`src/rtl/cpu_controller.sv`:
```
// -----------------------------------------------------------------------------
// cpu_controller
//
// Eight-phase instruction sequencer for a small accumulator CPU. A registered
// state machine walks phases 0..7 once per instruction. A decoder turns the
// current phase, opcode and zero flag into the datapath control strobes. A HLT
// instruction parks the machine in a HALTED state until reset.
//
// Ports:
//   clk     in   system clock, rising edge
//   rst_n   in   asynchronous active-low reset
//   opcode  in   [2:0] opcode from the instruction register (valid from phase 3)
//   zero    in   accumulator-is-zero flag; only consulted in ALU_OP
//   phase   out  [2:0] current phase number (frozen at 4 while halted)
//   sel     out  address mux select: 1 = PC, 0 = IR operand
//   rd      out  memory read enable
//   ld_ir   out  instruction register load
//   inc_pc  out  program counter increment
//   ld_pc   out  program counter load (jump)
//   halt    out  processor halted
//   data_e  out  accumulator drives data bus
//   ld_ac   out  accumulator load
//   wr      out  memory write
// -----------------------------------------------------------------------------
module cpu_controller (
   input  logic       clk,
   input  logic       rst_n,
   input  logic [2:0] opcode,
   input  logic       zero,
   output logic [2:0] phase,
   output logic       sel,
   output logic       rd,
   output logic       ld_ir,
   output logic       inc_pc,
   output logic       ld_pc,
   output logic       halt,
   output logic       data_e,
   output logic       ld_ac,
   output logic       wr
);

   localparam logic [2:0] OP_HLT = 3'd0;
   localparam logic [2:0] OP_SKZ = 3'd1;
   localparam logic [2:0] OP_ADD = 3'd2;
   localparam logic [2:0] OP_AND = 3'd3;
   localparam logic [2:0] OP_XOR = 3'd4;
   localparam logic [2:0] OP_LDA = 3'd5;
   localparam logic [2:0] OP_STO = 3'd6;
   localparam logic [2:0] OP_JMP = 3'd7;

   // Phases 0..7 use their own number as encoding so the phase output is a
   // plain slice; HALTED sits outside that range.
   typedef enum logic [3:0] {
      INST_ADDR  = 4'd0,
      INST_FETCH = 4'd1,
      INST_LOAD  = 4'd2,
      IDLE       = 4'd3,
      OP_ADDR    = 4'd4,
      OP_FETCH   = 4'd5,
      ALU_OP     = 4'd6,
      STORE      = 4'd7,
      HALTED     = 4'd8
   } state_t;

   state_t state_reg;
   state_t state_next;

   // Cleared by reset; holds the machine in INST_ADDR for the first edge after
   // reset release so a new run always gets one full extra address cycle.
   logic   run_reg;

   logic   alu_op;

   assign alu_op = (opcode == OP_ADD) || (opcode == OP_AND) ||
                   (opcode == OP_XOR) || (opcode == OP_LDA);

   always_ff @(posedge clk or negedge rst_n) begin
      if (!rst_n) begin
         state_reg <= INST_ADDR;
         run_reg   <= 1'b0;
      end else begin
         state_reg <= state_next;
         run_reg   <= 1'b1;
      end
   end

   // Next state: a straight count with one branch point, the HLT test in
   // OP_ADDR. Opcode is ignored everywhere else.
   always_comb begin
      state_next = state_reg;
      if (run_reg) begin
         case (state_reg)
            INST_ADDR:  state_next = INST_FETCH;
            INST_FETCH: state_next = INST_LOAD;
            INST_LOAD:  state_next = IDLE;
            IDLE:       state_next = OP_ADDR;
            OP_ADDR: begin
               if (opcode == OP_HLT) state_next = HALTED;
               else                  state_next = OP_FETCH;
            end
            OP_FETCH:   state_next = ALU_OP;
            ALU_OP:     state_next = STORE;
            STORE:      state_next = INST_ADDR;
            HALTED:     state_next = HALTED;
            default:    state_next = INST_ADDR;
         endcase
      end
   end

   // Output decode. Strobes are also gated by rst_n so they drop the instant
   // reset asserts, independent of the clock.
   always_comb begin
      phase  = (state_reg == HALTED) ? 3'd4 : state_reg[2:0];
      sel    = 1'b0;
      rd     = 1'b0;
      ld_ir  = 1'b0;
      inc_pc = 1'b0;
      ld_pc  = 1'b0;
      halt   = 1'b0;
      data_e = 1'b0;
      ld_ac  = 1'b0;
      wr     = 1'b0;

      case (state_reg)
         INST_ADDR: begin
            sel = 1'b1;
         end
         INST_FETCH: begin
            sel = 1'b1;
            rd  = 1'b1;
         end
         INST_LOAD, IDLE: begin
            sel   = 1'b1;
            rd    = 1'b1;
            ld_ir = 1'b1;
         end
         OP_ADDR: begin
            inc_pc = (opcode != OP_HLT);
            halt   = (opcode == OP_HLT);
         end
         OP_FETCH: begin
            rd = alu_op;
         end
         ALU_OP: begin
            rd     = alu_op;
            // Skip: second PC increment only when the accumulator is zero.
            inc_pc = (opcode == OP_SKZ) && zero;
            ld_pc  = (opcode == OP_JMP);
            data_e = (opcode == OP_STO);
         end
         STORE: begin
            rd     = alu_op;
            ld_ac  = alu_op;
            ld_pc  = (opcode == OP_JMP);
            data_e = (opcode == OP_STO);
            wr     = (opcode == OP_STO);
         end
         HALTED: begin
            halt = 1'b1;
         end
         default: begin
         end
      endcase

      if (!rst_n) begin
         phase  = 3'd0;
         sel    = 1'b0;
         rd     = 1'b0;
         ld_ir  = 1'b0;
         inc_pc = 1'b0;
         ld_pc  = 1'b0;
         halt   = 1'b0;
         data_e = 1'b0;
         ld_ac  = 1'b0;
         wr     = 1'b0;
      end
   end

endmodule

```
`config.mk`:
```
export PLATFORM = sky130hd
export DESIGN_NAME = cpu_controller
export DESIGN_NICKNAME = d
export VERILOG_FILES = /design/src/rtl/cpu_controller.sv
export SDC_FILE = /design/constraint.sdc
export NUM_CORES = 1
export LEC_CHECK = 0
export ABC_AREA = 1
export CAP_MARGIN = 20
export CORE_MARGIN = 1.5
export CORE_UTILIZATION = 29
export DETAILED_ROUTE_END_ITERATION = 8
export GPL_ROUTABILITY_DRIVEN = 0
export GPL_TIMING_DRIVEN = 0
export PLACE_DENSITY = 0.67
export SETUP_SLACK_MARGIN = 0.4
export SYNTH_ARGS = -nofsm -noshare
export SYNTH_HDL_FRONTEND = slang
export SYNTH_SLANG_ARGS = --single-unit
```
`constraint.sdc`:
```
create_clock -name clk -period 0.97 [get_ports clk]
set_input_delay 0.1455 -clock clk [delete_from_list [all_inputs] [get_ports clk]]
set_output_delay 0.1455 -clock clk [all_outputs]
set_load 0.02 [all_outputs]
```
; ---- After elaboration in Yosys (flattened, before gate mapping)
; Cells that the tools add are included.
[op_classes]
n_eq_ne = 15
n_mux = 22
reduce_logical = 12
[op_table]
columns = op, n
row1 = $pmux W4 S8, 1
row2 = $eq A4 B3 Y1 const B, 4
row3 = $mux W1, 15
row4 = $eq A3 B3 Y1 const B, 4
row5 = $eq A4 B2 Y1 const B, 2
row6 = $eq A3 B2 Y1 const B, 2
row7 = $mux W3, 2
row8 = $pmux W1 S2, 3
row9 = $reduce_or A3 Y1, 2
row10 = $eq A4 B1 Y1 const B, 1
row11 = $eq A4 B4 Y1 const B, 1
row12 = $logic_not A4 Y1, 1
row13 = $mux W4, 1
row14 = $reduce_or A2 Y1, 2
row15 = $reduce_or A4 Y1, 1
row16 = $eq A3 B1 Y1 const B, 1
row17 = $logic_not A3 Y1, 1
row18 = $logic_or A1 B1 Y1, 3
row19 = $reduce_bool A3 Y1, 1
row20 = $logic_and A1 B1 Y1, 1
[totals]
register_bits = 5
in_bits = 6
output_inout_bits = 12
elab_cells = 51

; ---- Longest topological paths before layout
[depth]
depth_word = 6
mapped_depth = 7
ltp_nobuf = 7

; ---- Worst setup path after synthesis
; Ideal clock, no wire load.
[synth_timing]
kind = flip-flop to output port
start = register state_reg[3]
end = output port ld_ac
arrival_time_ns = 1.248
t_required_ns = 0.824
setup_slack_ns = -0.423
path_stages_with_launch = 4
path_cell_list = dfrtp_1 inv_2 nand2_2 nor4_1
[synth_between]
elab_chain_len = 3
[synth_lines]
columns = item, line
row1 = "start, declared", 65  ; state_t state_reg;
row2 = "start signal, assigned", 82  ; state_reg <= state_next;
row3 = $eq A4 B3 Y1, 124  ; case (state_reg)
row4 = $mux W1, 124
row5 = $mux W1, 165  ; if (!rst_n) begin
row6 = "end, declared", 38  ; output logic ld_ac,
; Every way passes these cells.

; ---- Worst setup path in the final report
[layout_timing]
start = register state_reg[3]
end = output port inc_pc
[layout_between]
elab_chain_len = 3
[layout_lines]
columns = item, line
row1 = $eq A4 B3 Y1, 124
row2 = $pmux W1 S2 *, 124
row3 = $mux W1 *, 165
row4 = "end, declared", 34  ; output logic inc_pc,
; Mark *: on every way between the ends. The rest lies on a longest branch, timed or not.

==> results.yml <==
critical_path:
  cp.arrival_ns: 1.38
  cpLargestDelayFamily: "flip-flops"
  slowest_stage: "dfrtp_2"
  worstPathRequired_ns: 0.82
  end_kind: "primary output"
  criticalPathCategory: "flip-flop to primary output"
  cp_slowest_stage_delay_ns: 0.45
  path_cells: "inv_2 -> nand2_4 -> nor2_2 -> nand2_2 -> a21oi_4 -> buf_6"
  crit_start: "state_reg[3]"
  worstReg2RegStart: "state_reg[1]"
  critPathMaxFanout: 4
  crit_buf_inv: 2
  start_kind: "flip-flop"
layout:
  fin_area_um2: 989.7
  fillers: 93
  area.growth.synth_to_final_pct: 144.1
  antenna_cells: 0
  drive_gt1_frac: 0.6727
  largest_register_ffs: 4
  final_net_count: 117
power:
  intPower_uw: 1293
  swShare: 0.4550
  seq_power_share: 0.177
  p_comb_frac: 0.727
  p_switching_uw: 1080
  power.density_nw_per_um2: 2398
  vdd_drop_max_v: 0.001391
  p_clk_frac: 0.097
  leakage_uw: 0.0004692
detailed_routing:
  wl_met1_um: 633
  drcViolationCount: 0
  first_pass_iters: 4
  route.detailed.wl_per_inst_um: 13.08
  ant_nets: 0
  drt_first_iter_violations: 11
  dr_total_vias: 608
  met3WireLength_um: 37
  drt-total-wl_um: 1635
  routed_via_density: 4.864
  met2_length_um: 905
  highest_layer: "met4"
place:
  post-place-ws_ns: -1.422
  port_buffers: 17
  dp.final_hpwl_um: 830.9
  placed_area_um2: 680.7
timing:
  rsz0062_at_grt: "true"
  holdWs_ns: -0.2107
  period_share: 1.572
  setup_viol: 16
  drv_slew: 0
  hold_viol_final: 5
  postLayoutSetupSlackWorst_ns: -0.5546
  clock_skew_ns: 0.002223
  fin_crit_ns: 1.525
  max_freq_mhz: 655.9
logic_synthesis:
  yosysSeqAreaShare: 0.3086
  synth_cell_types: 16
  synth_area_um2: 405.4
  ys_ff_latch: 5
  synthCells: 69
  synth_nets: 75
  yosysWarningCount: 0
  synth_area_per_cell_um2: 5.875
die:
  core_area_um2: 1301
  ios: 18
  die_area_um2: 1631
  rows: 13
  die_y_um: 40.39
  die_w_um: 40.39
  start_util: 0.3115
cts:
  cts.path.max_buffers: 2
  root_buffer: "clkbuf_4"
  cts_tree: "done"
  cts_num_sinks: 5
  path_clk_slew_ns: 0.04
  h-tree-depth: 1
  clock_latency_ns: 0.24
  numCtsBuffers: 3
grt:
  gr-usage-all-layers: 0.2133
  first_global_vias: 531
  grt_antenna_before_repair: 0
  grt_max_degree: 11
  overflow: 0
  grt_pass1_wl_um: 2228
worst_hold_path:
  hold_class: "input pin to async pin"
outcome:
  violations: "negative hold slack, negative setup slack"
  status: "finished, violations left"
run:
  maxCapViolCount: 0
## stage by stage
| step | total power [uW] | setup TNS (ns) | instances | utilization |
|---|---|---|---|---|
| global placement | 1309 | -13.95 | 101 | 0.5231 |
| floorplan | 1026 | -1.211 | 69 | - |
| finish | 2373 | -5.975 | 125 | 0.7606 |
| detailed placement | 1316 | -14.11 | 101 | 0.5231 |
| global route | 2523 | -6.983 | 125 | 0.7606 |
| CTS | 2043 | -5.832 | 120 | 0.6779 |
## placed cells by master, fill, tap and decap left out
| cell type | instances |
|---|---|
| nor2_1 | 4 |
| nand3_1 | 4 |
| nand2_2 | 5 |
| inv_1 | 4 |
| o21ai_1 | 2 |
| nand4_1 | 1 |
| buf_6 | 16 |
| nand2_4 | 3 |
| nand3_4 | 1 |
| inv_4 | 2 |
| and2_4 | 1 |
| clkbuf_1 | 1 |
| nor2_4 | 8 |
| nor3_4 | 1 |
| nand2_1 | 13 |
| nor2_2 | 1 |
| clkinvlp_4 | 1 |
| dfrtp_2 | 3 |
| a21oi_4 | 1 |
| nor4_4 | 1 |
| buf_12 | 1 |
| dfrtp_1 | 2 |
| dlygate4sd2_1 | 1 |
| clkdlybuf4s50_1 | 3 |
| buf_4 | 13 |
| buf_2 | 1 |
| nand3_2 | 3 |
| inv_2 | 4 |
| clkdlybuf4s15_2 | 2 |
| a21oi_2 | 2 |
| conb_1 | 1 |
| o21ai_2 | 1 |
| clkbuf_4 | 3 |
## power groups by stage
stage                     clock network [uW]  logic, uW  registers [uW]
after floorplan                            0        640             386
after global placement                     0        896             413
after detailed placement                   0        904             411
after CTS                                239       1400             404
after global routing                     264       1830             427
final                                    229       1730             419
## routing by layer
layer  vias up  global-route usage
li1        302                   -
met5         -                   0
met4         0              0.1333
met1       281              0.2466
met2        19              0.3571
met3         6             0.03889
## layout make-up
class                   count  area (um^2)  share of cell area
flip-flops and latches      5        128.9              0.1302
inverters                  11        50.05             0.05057
multi-input cells          53        401.6              0.4058
clock buffers               4        26.28             0.02655
repair buffers             37        364.1              0.3679
well taps                  15        18.77             0.01896
## synthesized netlist by cell type
library cell,count,share of area
dfrtp_1,5,0.31
o21ai_0,2,0.025
nand2_2,1,0.015
nor2_4,1,0.028
nand4_1,1,0.015
nand3_1,8,0.099
inv_2,2,0.019
a21oi_1,3,0.037
nor4_1,1,0.015
nor3_1,1,0.012
o21ai_2,1,0.022
and2_1,1,0.015
nand2_1,20,0.19
inv_1,9,0.083
nor2_1,12,0.11
conb_1,1,0.0093
## cells by family after synthesis
family / Yosys count / synth area share
flip-flops: 5 / 0.3086
buffers and inverters: 11 / 0.1019
AO/OA/AOI/OAI: 6 / 0.08333
other: 1 / 0.009250
AND/OR/NAND/NOR: 46 / 0.4969
## repair_timing
item	in CTS	in global routing
buffers inserted	15	5
endpoints found under the setup margin	16	16
hold endpoints to repair	5	5
resized for setup	78	25
pin swaps	9	3
## final timing paths
| check | slack [ns] | endpoint | cells after the start |
|---|---|---|---|
| setup / recovery | -0.55 | inc_pc | 6 |
| hold / removal | -0.21 | state_reg[1] | 1 |
| setup reg to reg | -0.34 | state_reg[3] | 8 |
| hold reg to reg | 0.56 | state_reg[1] | 1 |
| max in group asynchronous | 0.94 | state_reg[0] | 1 |
| min in group clk | 0.56 | state_reg[1] | 1 |
(Power assumes the default switching activity.)
